**config.mk**
```make
export PLATFORM = sky130hd
export DESIGN_NAME = fifo_rd_stream
export DESIGN_NICKNAME = d
export VERILOG_FILES = /design/src/rtl/fifo_rd_stream.sv
export SDC_FILE = /design/constraint.sdc
export NUM_CORES = 1
export LEC_CHECK = 0
export ABC_CLOCK_PERIOD_IN_PS = 6600
export BUFFER_PORTS_ARGS = -buffer_cell sky130_fd_sc_hd__buf_2
export CORE_MARGIN = 2
export CORE_UTILIZATION = 52
export CTS_CLUSTER_DIAMETER = 100
export DETAILED_ROUTE_END_ITERATION = 7
export PLACE_DENSITY = 0.87
export REMOVE_ABC_BUFFERS = 1
export SLEW_MARGIN = 15
export SYNTH_ARGS = -nofsm -noshare
export SYNTH_HDL_FRONTEND = slang
export SYNTH_SLANG_ARGS = --single-unit
```
**constraint.sdc**
```tcl
create_clock -name clk -period 6.6 [get_ports clk]
set_clock_uncertainty 0.15 [all_clocks]
set_input_delay 1.65 -clock clk [delete_from_list [all_inputs] [get_ports clk]]
set_output_delay 1.65 -clock clk [all_outputs]
set_load 0.01 [all_outputs]
```
**src/rtl/fifo_rd_stream.sv**
```systemverilog
// Pulls words from a synchronous FIFO with one-cycle read latency and presents
// them as a valid/ready stream, tagging every BURST_LEN-th beat with m_last.
module fifo_rd_stream #(
  parameter int MEMORY_WIDTH = 4,
  parameter int BURST_LEN    = 4
) (
  input  logic                    clk,
  input  logic                    rst_n,
  input  logic                    empty,
  input  logic [MEMORY_WIDTH-1:0] rdata,
  output logic                    r_en,
  output logic                    m_valid,
  input  logic                    m_ready,
  output logic [MEMORY_WIDTH-1:0] m_data,
  output logic                    m_last,
  output logic [15:0]             beat_cnt
);

  localparam int IDX_W = $clog2(BURST_LEN);
  localparam logic [IDX_W-1:0] LAST_IDX = IDX_W'(BURST_LEN - 1);

  logic [1:0]              occ_q, occ_d;
  logic                    pend_q, pend_d;
  logic [MEMORY_WIDTH-1:0] buf0_q, buf0_d;
  logic [MEMORY_WIDTH-1:0] buf1_q, buf1_d;
  logic [IDX_W-1:0]        idx_q, idx_d;
  logic [15:0]             beat_cnt_q, beat_cnt_d;

  logic       pop_s;
  logic [2:0] fill_s;

  // Stream handshake and read strobe; fill_s is the buffer occupancy after this edge.
  always_comb begin
    m_valid  = rst_n && (occ_q != 2'd0);
    pop_s    = m_valid && m_ready;
    fill_s   = {1'b0, occ_q} + {2'b00, pend_q} - {2'b00, pop_s};
    r_en     = rst_n && !empty && (fill_s <= 3'd1);
    m_last   = m_valid && (idx_q == LAST_IDX);
    m_data   = buf0_q;
    beat_cnt = beat_cnt_q;
  end

  // Next-state: shift the head out on pop, then land the arriving word at the tail.
  always_comb begin
    occ_d      = fill_s[1:0];
    pend_d     = r_en;
    buf0_d     = buf0_q;
    buf1_d     = buf1_q;
    idx_d      = idx_q;
    beat_cnt_d = beat_cnt_q;
    if (pop_s) begin
      buf0_d     = buf1_q;
      beat_cnt_d = beat_cnt_q + 16'd1;
      if (idx_q == LAST_IDX) begin
        idx_d = '0;
      end else begin
        idx_d = idx_q + IDX_W'(1);
      end
    end else begin
      idx_d = idx_q;
    end
    if (pend_q) begin
      // Tail slot index equals the occupancy left after the pop.
      if (fill_s == 3'd1) begin
        buf0_d = rdata;
      end else begin
        buf1_d = rdata;
      end
    end else begin
      buf1_d = buf1_d;
    end
  end

  // State registers with synchronous active-low reset.
  always_ff @(posedge clk) begin
    if (!rst_n) begin
      occ_q      <= 2'd0;
      pend_q     <= 1'b0;
      buf0_q     <= '0;
      buf1_q     <= '0;
      idx_q      <= '0;
      beat_cnt_q <= 16'd0;
    end else begin
      occ_q      <= occ_d;
      pend_q     <= pend_d;
      buf0_q     <= buf0_d;
      buf1_q     <= buf1_d;
      idx_q      <= idx_d;
      beat_cnt_q <= beat_cnt_d;
    end
  end

endmodule

```
# Word level (Yosys, flattened, before mapping)
# Cells that the tools add are included.
[word_totals] output_inout_bits=23 regBits=29 wordCells=26 in_bits=8
[classes] addsub=4 eq_ne=2 n_mux=4 magnitude_cmp=1 reduce_logical=8 bitwise=1
[op_table] op="adder 16 x 1 -> 16 bit (second input constant)" n=1
[op_table] op="two-way mux 4 bit" n=3
[op_table] op="logical AND 1 bit" n=5
[op_table] op="adder 2 x 1 -> 3 bit" n=1
[op_table] op="equality test 3 x 1 -> 1 bit (second input constant)" n=1
[op_table] op="less-or-equal comparator 3 x 1 -> 1 bit (second input constant)" n=1
[op_table] op="subtractor 3 x 1 -> 3 bit" n=1
[op_table] op="adder 2 x 1 -> 2 bit (second input constant)" n=1
[op_table] op="equality test 2 bit (second input constant)" n=1
[op_table] op="two-way mux 2 bit" n=1
[op_table] op="AND reduction 2 bit" n=1
[op_table] op="nonzero test 2 bit" n=1
[op_table] op="zero test 1 bit" n=1
[op_table] op="NOT 1 bit" n=1

# Depth between registers and ports, before layout
# Gate-level depths: netlist of run 1.
[logic_depth] ltp_word=7 depth_mapped=11 ltp_nobuf=9

# Least setup slack after synthesis of run 1
# No wires, ideal clock.
[synth_timing] path_type="input port to output port" start="in rst_n" end="out r_en" t_arrival_ns=3.348 path_buffers=2 required_time_ns=4.800 path_stages=10 path_slack_ns=1.452 cell_sequence="buf_4 o211ai_4 buf_2 nand2_1 nand2_1 ha_1 fa_1 xor2_1 nand2_1 nor3_1"
[synth_between] elab_chain_len=5 word_cells_on_any_way=6 classes_between="1 x add/sub; 1 x order compare; 4 x reduce/logical"
[synth_lines] item="from (decl)" line="8" source="input logic rst_n,"
[synth_lines] item="logical AND 1 bit" line="34" source="m_valid = rst_n && (occ_q != 2'd0);"
[synth_lines] item="logical AND 1 bit" line="35" source="pop_s = m_valid && m_ready;"
[synth_lines] item="subtractor 3 x 1 -> 3 bit" line="36" source="fill_s = {1'b0, occ_q} + {2'b00, pend_q} - {2'b00, pop_s};"
[synth_lines] item="less-or-equal comparator 3 x 1 -> 1 bit" line="37" source="r_en = rst_n && !empty && (fill_s <= 3'd1);"
[synth_lines] item="logical AND 1 bit (*)" line="37"
[synth_lines] item="to (decl)" line="11" source="output logic r_en,"
# Every way passes the cells marked *; elsewhere a longest branch is shown, timed or not.

# Worst setup path in the final report of run 1
# Same ends and word-level chain as after synthesis.

==> results of run 1 <==
## registers in the layout, indices dropped and copies added (netlist names)
register / cells
beat_cnt: 16
buf1_q: 4
idx_q: 2
m_data: 4
occ_q: 2
pend_q: 1
## metal layers
metal / wire length [um] / track usage [%] / part of all wire (%)
met2: 1249 / 32.74 / 49
met4: 22 / 7.500 / 0.86
met5: 0 / 0 / 0
met3: 144 / 6.284 / 5.6
met1: 1148 / 22.18 / 45
## through the flow
stage,instances,setup WS (ps),cell area [um^2],power [mW],hold WS (ps)
2_1_floorplan,148,1656,1313,0.3057,287.7
3_3_place_gp,208,1252,1500,0.3348,296.9
3_5_place_dp,208,1155,1500,0.3427,310.4
4_1_cts,216,1143,1570,0.4667,323.1
5_1_grt,216,949.0,1570,0.4898,352.1
6_report,216,1143,1570,0.4639,320.8
## Yosys cell counts (2+ instances only)
master	instances
and2_1	2
ha_1	3
nand2_1	28
a311oi_1	4
mux2i_1	2
nor2_1	17
o21ai_1	2
nand3_1	12
buf_2	2
nor3_1	5
nand2b_1	2
nand4_1	3
xnor2_1	8
inv_1	5
nor4_4	2
nand4b_1	2
clkbuf_1	3
nor4_1	2
dfxtp_1	29
xor2_1	3
o21ai_0	5
a21oi_1	3
## final timing paths
check | to | slack [ps] | cells past startpoint
min reg2reg | idx_q[1] | 320 | 2
max reg2reg | m_data[3] | 3860 | 8
min | idx_q[1] | 320 | 2
max | r_en | 1140 | 10
## cell usage in the layout, fill, tap and decap left out
cell / instances
o21ai_1: 2
and3_1: 1
o21ai_0: 5
o31ai_1: 1
nand4_2: 1
ha_1: 3
o211ai_4: 1
or3_1: 1
nor4_4: 2
nand2b_1: 2
and2_1: 2
nand4b_1: 2
or4_4: 1
mux2i_1: 2
o211a_1: 1
fa_1: 1
dfxtp_1: 29
clkinv_2: 1
clkbuf_4: 5
a311oi_1: 4
buf_2: 30
nor3_1: 5
nand3_1: 12
nand4_1: 3
a31o_2: 1
a21oi_1: 3
xnor2_1: 8
inv_1: 5
nand2_1: 28
xor2_1: 3
clkbuf_8: 2
nor2_1: 17
nor4_1: 2
## report_power, final
group	switching, mW	internal (mW)
clock network	0.0623	0.0617
registers	0.0212	0.200
logic	0.0737	0.0450
## layout make-up
| type | count | area share, % |
|---|---|---|
| flip-flops and latches | 29 | 36.97 |
| well taps | 30 | 2.390 |
| inverters | 5 | 1.195 |
| clock buffers | 7 | 4.143 |
| multi-input cells | 114 | 45.42 |
| repair buffers | 30 | 9.562 |
| clock inverters | 1 | 0.3187 |
## worst max-delay path: cells and delay by family
family / cells / cell delay [ps]
AOI/OAI and AO/OA: 1 / 290
and+or+nand+nor: 4 / 440
xor gates and xnor gates: 1 / 250
adders and majority gates: 2 / 570
buffers and inverters: 2 / 460
## cells by family after synthesis
logic type               Yosys count
flip-flops                        29
XOR/XNOR                          11
adder cells (fa/ha/maj)            4
AO/OA/AOI/OAI                     18
multiplexers                       2
buffers and inverters             11
AND/OR/NAND/NOR                   79
==> flow_summary.toml, run 1 <==
[yosys]
synthFlopType = "dfxtp_1"
async_flop_share_pct = 0
synth_seq_cells = 29
synth_fa_ha_area_share_pct = 4.291
synth_compound_area_share_pct = 9.888
ys_warn_count = 0
yosysUniqueCellTypes = 32
synth-simple-area-share_pct = 30.32
synth_top_area_share_pct = 43.28
synthCells = 154
muxShareOfSynthArea_pct = 1.493
yosysTopAreaCell = "dfxtp_1"
netlist_area_um2 = 1341
yosys.area_share.xor_xnor_pct = 7.183
synth_edf_count = 0
avgSynthCellArea_um2 = 8.710
synth_top_family_by_area = "simple AND/OR/NAND/NOR gates"
ys_top_cells_by_area = "dfxtp_1, nand2_1, xnor2_1, nor2_1, nand3_1"
ys_seq_area_share_pct = 43.28

[floorplanning]
fp.coreArea_um2 = 2455
dieArea_um2 = 3001
pin_count = 31
die_h_um = 54.79
dieWidth_um = 54.79
rows = 18
start_util_pct = 54.64

[global_routing]
track_usage_pct = 19.28
grt_max_degree = 22
grt_pass1_vias = 1009
overflow = 0
antenna_found_initial = 0
grt_pass1_wl_um = 4133

[timing]
worstMarginPinSlew_ps = 647.5
hold_viol_final = 0
grt_setup_unrepaired = "false"
max_freq_mhz = 183.2
slew_viol_final = 0
min_period_over_period_pct = 82.68
max_slew_margin_pct = 56.79
setup_violations = 0
fin_setup_tns_ps = 0
period_needed_ps = 5457

[cts]
clkSlewWorstSetupHoldPaths_ps = 90
cts_sinks = 29
numCtsBuffers = 5
htreeDepth = 2
clockBufferDepth = 2
root_buffer = "clkbuf_4"
insertion_delay_ps = 330
holdBufCountCts = 0
cts_tree = "built"
cts.repair.resized = 0
post_cts_buffers = 0

[power]
peakVddDrop_v = 0.0002241
p_per_area_nw_per_um2 = 295.5
leakage_nw = 0.7034

[worst_hold_path]
hold_start = "idx_q[1]"
hp-class = "flip-flop to flip-flop"

[run_status]
outcome = "finished, final reports clean"

[detailed_routing]
ant_nets = 0
routed_wl_um = 2564
first_pass_iters = 4
wl_per_cell_um = 11.87
drtIter0Drc = 12
vias = 1159
drc = 0
vias_per_cell = 5.366

[worst_setup_path]
end_kind = "output port"
crit_fanout = 19
worstSetupPathType = "input port to output port"
max_stage_delay_ps = 380
worst_path_most_repeated_cell = "nand2_1"
cp.arrival_ps = 3660
worst_setup_path_start_kind = "input port"
path_cells = "buf_2 -> o211ai_4 -> nand2_1 -> nand2_1 -> ha_1 -> fa_1 -> xor2_1 -> nand2_1 -> nor3_1 -> buf_2"
rr_startpoint = "occ_q[1]"
worstSetupStartpoint = "rst_n"
cp_slowest_cell = "fa_1"
cp.required_ps = 4800

[placed_design]
gp_congestion = 0.7727
dp_hpwl_um = 1840
io_buffers = 30

[final_layout]
drive_above_1_share_pct = 23.66
final_util_pct = 63.97
area_growth_pct = 17.07
fillers = 207
multi_input_area_um2 = 713.2
fin_nets = 197
insertedDiodeCount = 0
register_area_um2 = 580.6

[job]
drv_cap = 0
(Power assumes the default switching activity.)
==> run 2: changes to the inputs <==
--- a/config.mk
+++ b/config.mk
@@ -5,13 +5,14 @@
 export SDC_FILE = /design/constraint.sdc
 export NUM_CORES = 1
 export LEC_CHECK = 0
-export ABC_CLOCK_PERIOD_IN_PS = 6600
+export ABC_AREA = 1
+export ABC_CLOCK_PERIOD_IN_PS = 5550
 export BUFFER_PORTS_ARGS = -buffer_cell sky130_fd_sc_hd__buf_2
 export CORE_MARGIN = 2
 export CORE_UTILIZATION = 52
 export CTS_CLUSTER_DIAMETER = 100
 export DETAILED_ROUTE_END_ITERATION = 7
-export PLACE_DENSITY = 0.87
+export PLACE_DENSITY = 0.86
 export REMOVE_ABC_BUFFERS = 1
 export SLEW_MARGIN = 15
 export SYNTH_ARGS = -nofsm -noshare
==> constraint.sdc (replaced) <==
create_clock -name clk -period 5.55 [get_ports clk]
set_clock_uncertainty 0.15 [all_clocks]
set_input_delay 1.3875 -clock clk [delete_from_list [all_inputs] [get_ports clk]]
set_output_delay 1.3875 -clock clk [all_outputs]
set_load 0.01 [all_outputs]
==> run 2 against run 1 <==
- non-clock buffer count grew 1
- first-iteration DRC count grew to 4.7 times the previous value
- clock power is essentially flat
- global-route usage grew 2.2 points
- sequential power grew 24%
- final cell count grew 36%
- synthesized cell count grew 49%
- critical path depth grew 1
- critical path type unchanged
- largest cell class unchanged
==> flow_summary.toml, run 2 <==
[final_layout]
fillers = 257
insertedDiodeCount = 0
layout_common_cells = "nand2_1, nor2_1, inv_1, buf_2, dfxtp_1"
drive_above_1_share_pct = 17.94
largest_reg_flops = 16
layout_commonest_cell = "nand2_1"
area_growth_pct = 14.17
fin_area_um2 = 1724
final_util_pct = 62.52
fin_nets = 273

[worst_hold_path]
whs_path_depth = 2
hp-class = "flip-flop to flip-flop"

[cts]
clockBufferDepth = 2
numCtsBuffers = 5
root_buffer = "clkbuf_4"
cts.repair.resized = 0
htreeDepth = 2
cts_tree = "built"
clkSlewWorstSetupHoldPaths_ps = 90
cts_sinks = 29
holdBufCountCts = 0
post_cts_buffers = 0
insertion_delay_ps = 330

[placed_design]
place_area_um2 = 1673
gp_congestion = 0.7754
io_buffers = 30
dp_hpwl_um = 2236

[global_routing]
overflow = 0
grt_max_degree = 30
grt_pass1_wl_um = 5506
track_usage_pct = 21.51
grt_pass1_vias = 1305
antenna_found_initial = 0

[yosys]
async_flop_share_pct = 0
synth_fa_ha_area_share_pct = 3.811
yosysMostFrequentCell = "nand2_1"
netlist_area_um2 = 1510
ys_seq_area_share_pct = 38.44
synth_seq_cells = 29
yosysUniqueCellTypes = 23
synth_top_area_share_pct = 38.44
ys_warn_count = 0
yosysTopAreaCell = "dfxtp_1"
synth_compound_area_share_pct = 6.131
synthFlopType = "dfxtp_1"
synth_top_family_by_area = "simple AND/OR/NAND/NOR gates"
yosys.area_share.xor_xnor_pct = 0.5800
synth_commonest_cells = "nand2_1, nor2_1, inv_1"
ys_top_cells_by_area = "dfxtp_1, nand2_1, nor2_1, inv_1, nand3_1"
muxShareOfSynthArea_pct = 0
avgSynthCellArea_um2 = 6.595
synth-simple-area-share_pct = 40.35
synth_edf_count = 0
synthCells = 229

[timing]
worstMarginPinSlew_ps = 374.7
fin_setup_tns_ps = 0
min_period_over_period_pct = 89.31
hold_viol_final = 0
grt_setup_unrepaired = "false"
max_freq_mhz = 201.7
period_needed_ps = 4957
hold_slack_ps = 324.4
max_slew_margin_pct = 74.98
slew_viol_final = 0
setup_violations = 0

[floorplanning]
fp.coreArea_um2 = 2758
start_util_pct = 54.76
rows = 19
dieArea_um2 = 3351
die_h_um = 57.89
dieWidth_um = 57.89
pin_count = 31

[power]
p_switching_mw = 0.2337
switching_share_pct = 38.81
p_per_area_nw_per_um2 = 349.2
seqPwrFrac_pct = 45.3
p_int_mw = 0.3684
leakage_nw = 0.8530
power.clock.fraction_pct = 20.1
p_comb_share_pct = 34.6
peakVddDrop_v = 0.0003081

[detailed_routing]
wl_per_cell_um = 10.42
drc = 0
drtIter0Drc = 56
ant_nets = 0
routed_wl_um = 3054
vias = 1451
first_pass_iters = 4
vias_per_cell = 4.952

[worst_setup_path]
path_cells = "buf_2 -> nand3_4 -> inv_2 -> nand2_1 -> nand2_1 -> ha_1 -> fa_1 -> nor3b_1 -> nand2_1 -> nor2_1 -> buf_2"
end_kind = "output port"
worst_setup_path_start_kind = "input port"
cp.arrival_ps = 3420
crit_fanout = 19
cp.required_ps = 4010
worst_path_most_repeated_cell = "nand2_1"
max_stage_delay_ps = 460
worstSetupPathType = "input port to output port"
cp_slowest_cell = "fa_1"
reg2regPathDepth = 12

[run_status]
outcome = "finished, final reports clean"

[job]
drv_cap = 0
==> run 2: changes by cell type in the layout (fill, tap and decap cells not counted), moves of 4 or more <==
cell / delta
nand2_1: +36
inv_1: +26
nand4_1: +5
a311oi_1: -4
nor2_1: +25
a21oi_1: +7
xnor2_1: -7
nor3_1: -4
==> run 2: worst paths after layout <==
check	from	to	slack, ps
worst min register to register	idx_q[1]	idx_q[1]	320
worst max-delay path	rst_n	r_en	590
worst max register to register	occ_q[0]	buf1_q[3]	2740
worst min-delay path	idx_q[1]	idx_q[1]	320
==> run 2: area by class of cell <==
class	count	area [um^2]	share of cell area [%]
flip-flops and latches	29	580.6	33.67
repair buffers	31	157.7	9.144
inverters	34	127.6	7.402
multi-input cells	160	768.2	44.56
well taps	31	38.79	2.250
clock buffers	6	41.29	2.395
clock inverters	2	10.01	0.5806
==> run 2: per-stage QoR <==
stage / worst slack (ps) / std cells / power (mW)
floorplan: 1009 / 223 / 0.4248
global placement: 652.4 / 285 / 0.4756
detailed placement: 602.9 / 285 / 0.4858
CTS: 592.2 / 293 / 0.6086
global route: 407.5 / 293 / 0.6526
finish: 593.0 / 293 / 0.6021
==> run 2: layer usage <==
metal | track usage, % | vias up | routed length (um)
met5 | 0 | - | 0
met4 | 8.306 | 0 | 46
met3 | 8.036 | 6 | 183
met2 | 35.71 | 35 | 1423
met1 | 25.17 | 632 | 1400
li1 | - | 778 | -
==> run 2: cells by family (layout without fill, tap and decap cells) <==
group / after synthesis / in the layout
and+or+nand+nor: 137 / 137
buffers and inverters: 40 / 73
xor gates and xnor gates: 1 / 1
adders and majority gates: 4 / 4
DFF: 29 / 29
AOI/OAI and AO/OA: 18 / 18
==> run 2: power groups by stage <==
stage               Clock (mW)  Combinational (mW)  Sequential (mW)
CTS                      0.127               0.210            0.272
finish                   0.121               0.208            0.273
detailed placement           0               0.209            0.276
floorplan                    0               0.150            0.275
global route             0.139               0.237            0.277
global placement             0               0.200            0.275
==> run 2: critical path: cells and delay by family <==
family	cells	cell delay [ps]
buffers and inverters	3	510
adders and majority gates	2	610
and+or+nand+nor	6	900
==> run 3: changes to the inputs <==
--- a/config.mk
+++ b/config.mk
@@ -12,7 +12,7 @@
 export CORE_UTILIZATION = 52
 export CTS_CLUSTER_DIAMETER = 100
 export DETAILED_ROUTE_END_ITERATION = 7
-export PLACE_DENSITY = 0.86
+export PLACE_DENSITY = 0.78
 export REMOVE_ABC_BUFFERS = 1
 export SLEW_MARGIN = 15
 export SYNTH_ARGS = -nofsm -noshare
==> run 3 against run 2 <==
- final cell count stayed put
- combinational power hardly changed
- non-clock buffer count stayed put
- largest cell class unchanged
- largest power group unchanged
- highest routed layer unchanged
==> flow_summary.toml, run 3 (synthesized netlist as in run 2, its figures left out) <==
[placed_design]
io_buffers = 30
post-place-ws_ps = 614.4
gp_congestion = 0.7873
dp_hpwl_um = 2168
dp.cells = 285

[final_layout]
layout_common_cells = "nand2_1, nor2_1, inv_1, buf_2, dfxtp_1"
area_growth_pct = 15.41
largest_reg_flops = 16
drive_above_1_share_pct = 18.32
fin_nets = 273
layout_commonest_cell = "nand2_1"
insertedDiodeCount = 0
layoutNonFillerInstCount = 293
fillers = 274

[global_routing]
grt_pass1_wl_um = 5140
grt_pass1_vias = 1271
overflow = 0
antenna_found_initial = 0
grt_max_degree = 30
track_usage_pct = 19.82

[worst_setup_path]
r2r-end = "buf1_q[1]"
r2r_setup_slack_ps = 2740
rr_startpoint = "occ_q[0]"
reg2regPathDepth = 12
cp.required_ps = 4010
crit_fanout = 19
cp.arrival_ps = 3430
worstSetupPathType = "input port to output port"
worstSetupStartpoint = "rst_n"
end_kind = "output port"
worst_setup_path_start_kind = "input port"

[detailed_routing]
routed_wl_um = 2980
vias = 1462
drtIter0Drc = 52
ant_nets = 0
vias_per_cell = 4.990
wl_per_cell_um = 10.17
drc = 0
first_pass_iters = 4

[floorplanning]
start_util_pct = 54.76
dieArea_um2 = 3351
pin_count = 31
dieWidth_um = 57.89
fp.coreArea_um2 = 2758
die_h_um = 57.89
rows = 19

[timing]
worstMarginPinSlew_ps = 354.6
period_needed_ps = 4966
grt_setup_unrepaired = "false"
fin_setup_tns_ps = 0
max_freq_mhz = 201.4
max_slew_margin_pct = 76.33
setup_violations = 0
hold_viol_final = 0
hold_slack_ps = 334.7
min_period_over_period_pct = 89.48
final.setup.worst_slack_ps = 583.7
slew_viol_final = 0

[cts]
htreeDepth = 2
numCtsBuffers = 5
post_cts_buffers = 0
cts_tree = "built"
root_buffer = "clkbuf_4"
holdBufCountCts = 0
cts.repair.resized = 0
clockBufferDepth = 2
clkSlewWorstSetupHoldPaths_ps = 90
insertion_delay_ps = 330
cts_sinks = 29

[worst_hold_path]
hold_start = "idx_q[1]"
whs_path_depth = 2
whs_endpoint = "idx_q[1]"
hp-class = "flip-flop to flip-flop"

[power]
peakVddDrop_v = 0.0003129
p_per_area_nw_per_um2 = 358.4
total_power_mw = 0.6247
leakage_nw = 0.8623

[job]
drv_cap = 0

[run_status]
outcome = "finished, final reports clean"
run 3: changes by cell type in the layout (fill, tap and decap cells not counted), sizes merged:
cell | previous run | this run
clkinv | 2 | 1
clkbuf | 6 | 7
run 3: worst max-delay path, stage by stage:
cell and delay, ps:
buf_2 120, nand3_4 230, inv_2 260, nand2_1 130, nand2_1 80, ha_1 160
fa_1 460, nor3b_1 270, nand2_1 100, nor2_1 90, buf_2 130
run 3: final cells by class:
| type | count | area [um^2] | share of cell area (%) |
|---|---|---|---|
| sequential | 29 | 580.6 | 33.31 |
| multi-input combinational | 160 | 768.2 | 44.08 |
| clock buffer | 7 | 65.06 | 3.733 |
| clock inverter | 1 | 5.005 | 0.2872 |
| inverter | 34 | 127.6 | 7.322 |
| tap | 31 | 38.79 | 2.225 |
| timing repair buffer | 31 | 157.7 | 9.045 |
run 3: metal layers:
layer  GRT usage [%]  part of all wire, %  wire length (um)  up-vias
met1           23.32                   47              1404      642
met4           12.62                  2.6                76        0
li1                -                    -                 -      783
met5               0                    0                 0        -
met3           5.357                  4.7               140       10
met2           31.82                   46              1358       27
run 3: where the power goes:
group | switching [mW] | internal (mW) | leakage, nW
sequential | 0.0277 | 0.244 | 0.235
combinational | 0.128 | 0.0763 | 0.586
clock | 0.0753 | 0.0733 | 0.0413
total | 0.231 | 0.393 | 0.862
run 3: through the flow:
| stage | utilization [%] | cell area, um^2 |
|---|---|---|
| floorplan | - | 1476 |
| global placement | 60.66 | 1673 |
| detailed placement | 60.66 | 1673 |
| CTS | 63.20 | 1743 |
| global route | 63.20 | 1743 |
| finish | 63.20 | 1743 |
run 3: how the worst max path moves through the flow:
| stage | to | slack (ps) |
|---|---|---|
| 2_1_floorplan | r_en | 1010 |
| 3_3_place_gp | r_en | 650 |
| 3_5_place_dp | r_en | 610 |
| 4_1_cts | r_en | 600 |
| 5_1_grt | r_en | 400 |
| 6_report | r_en | 580 |
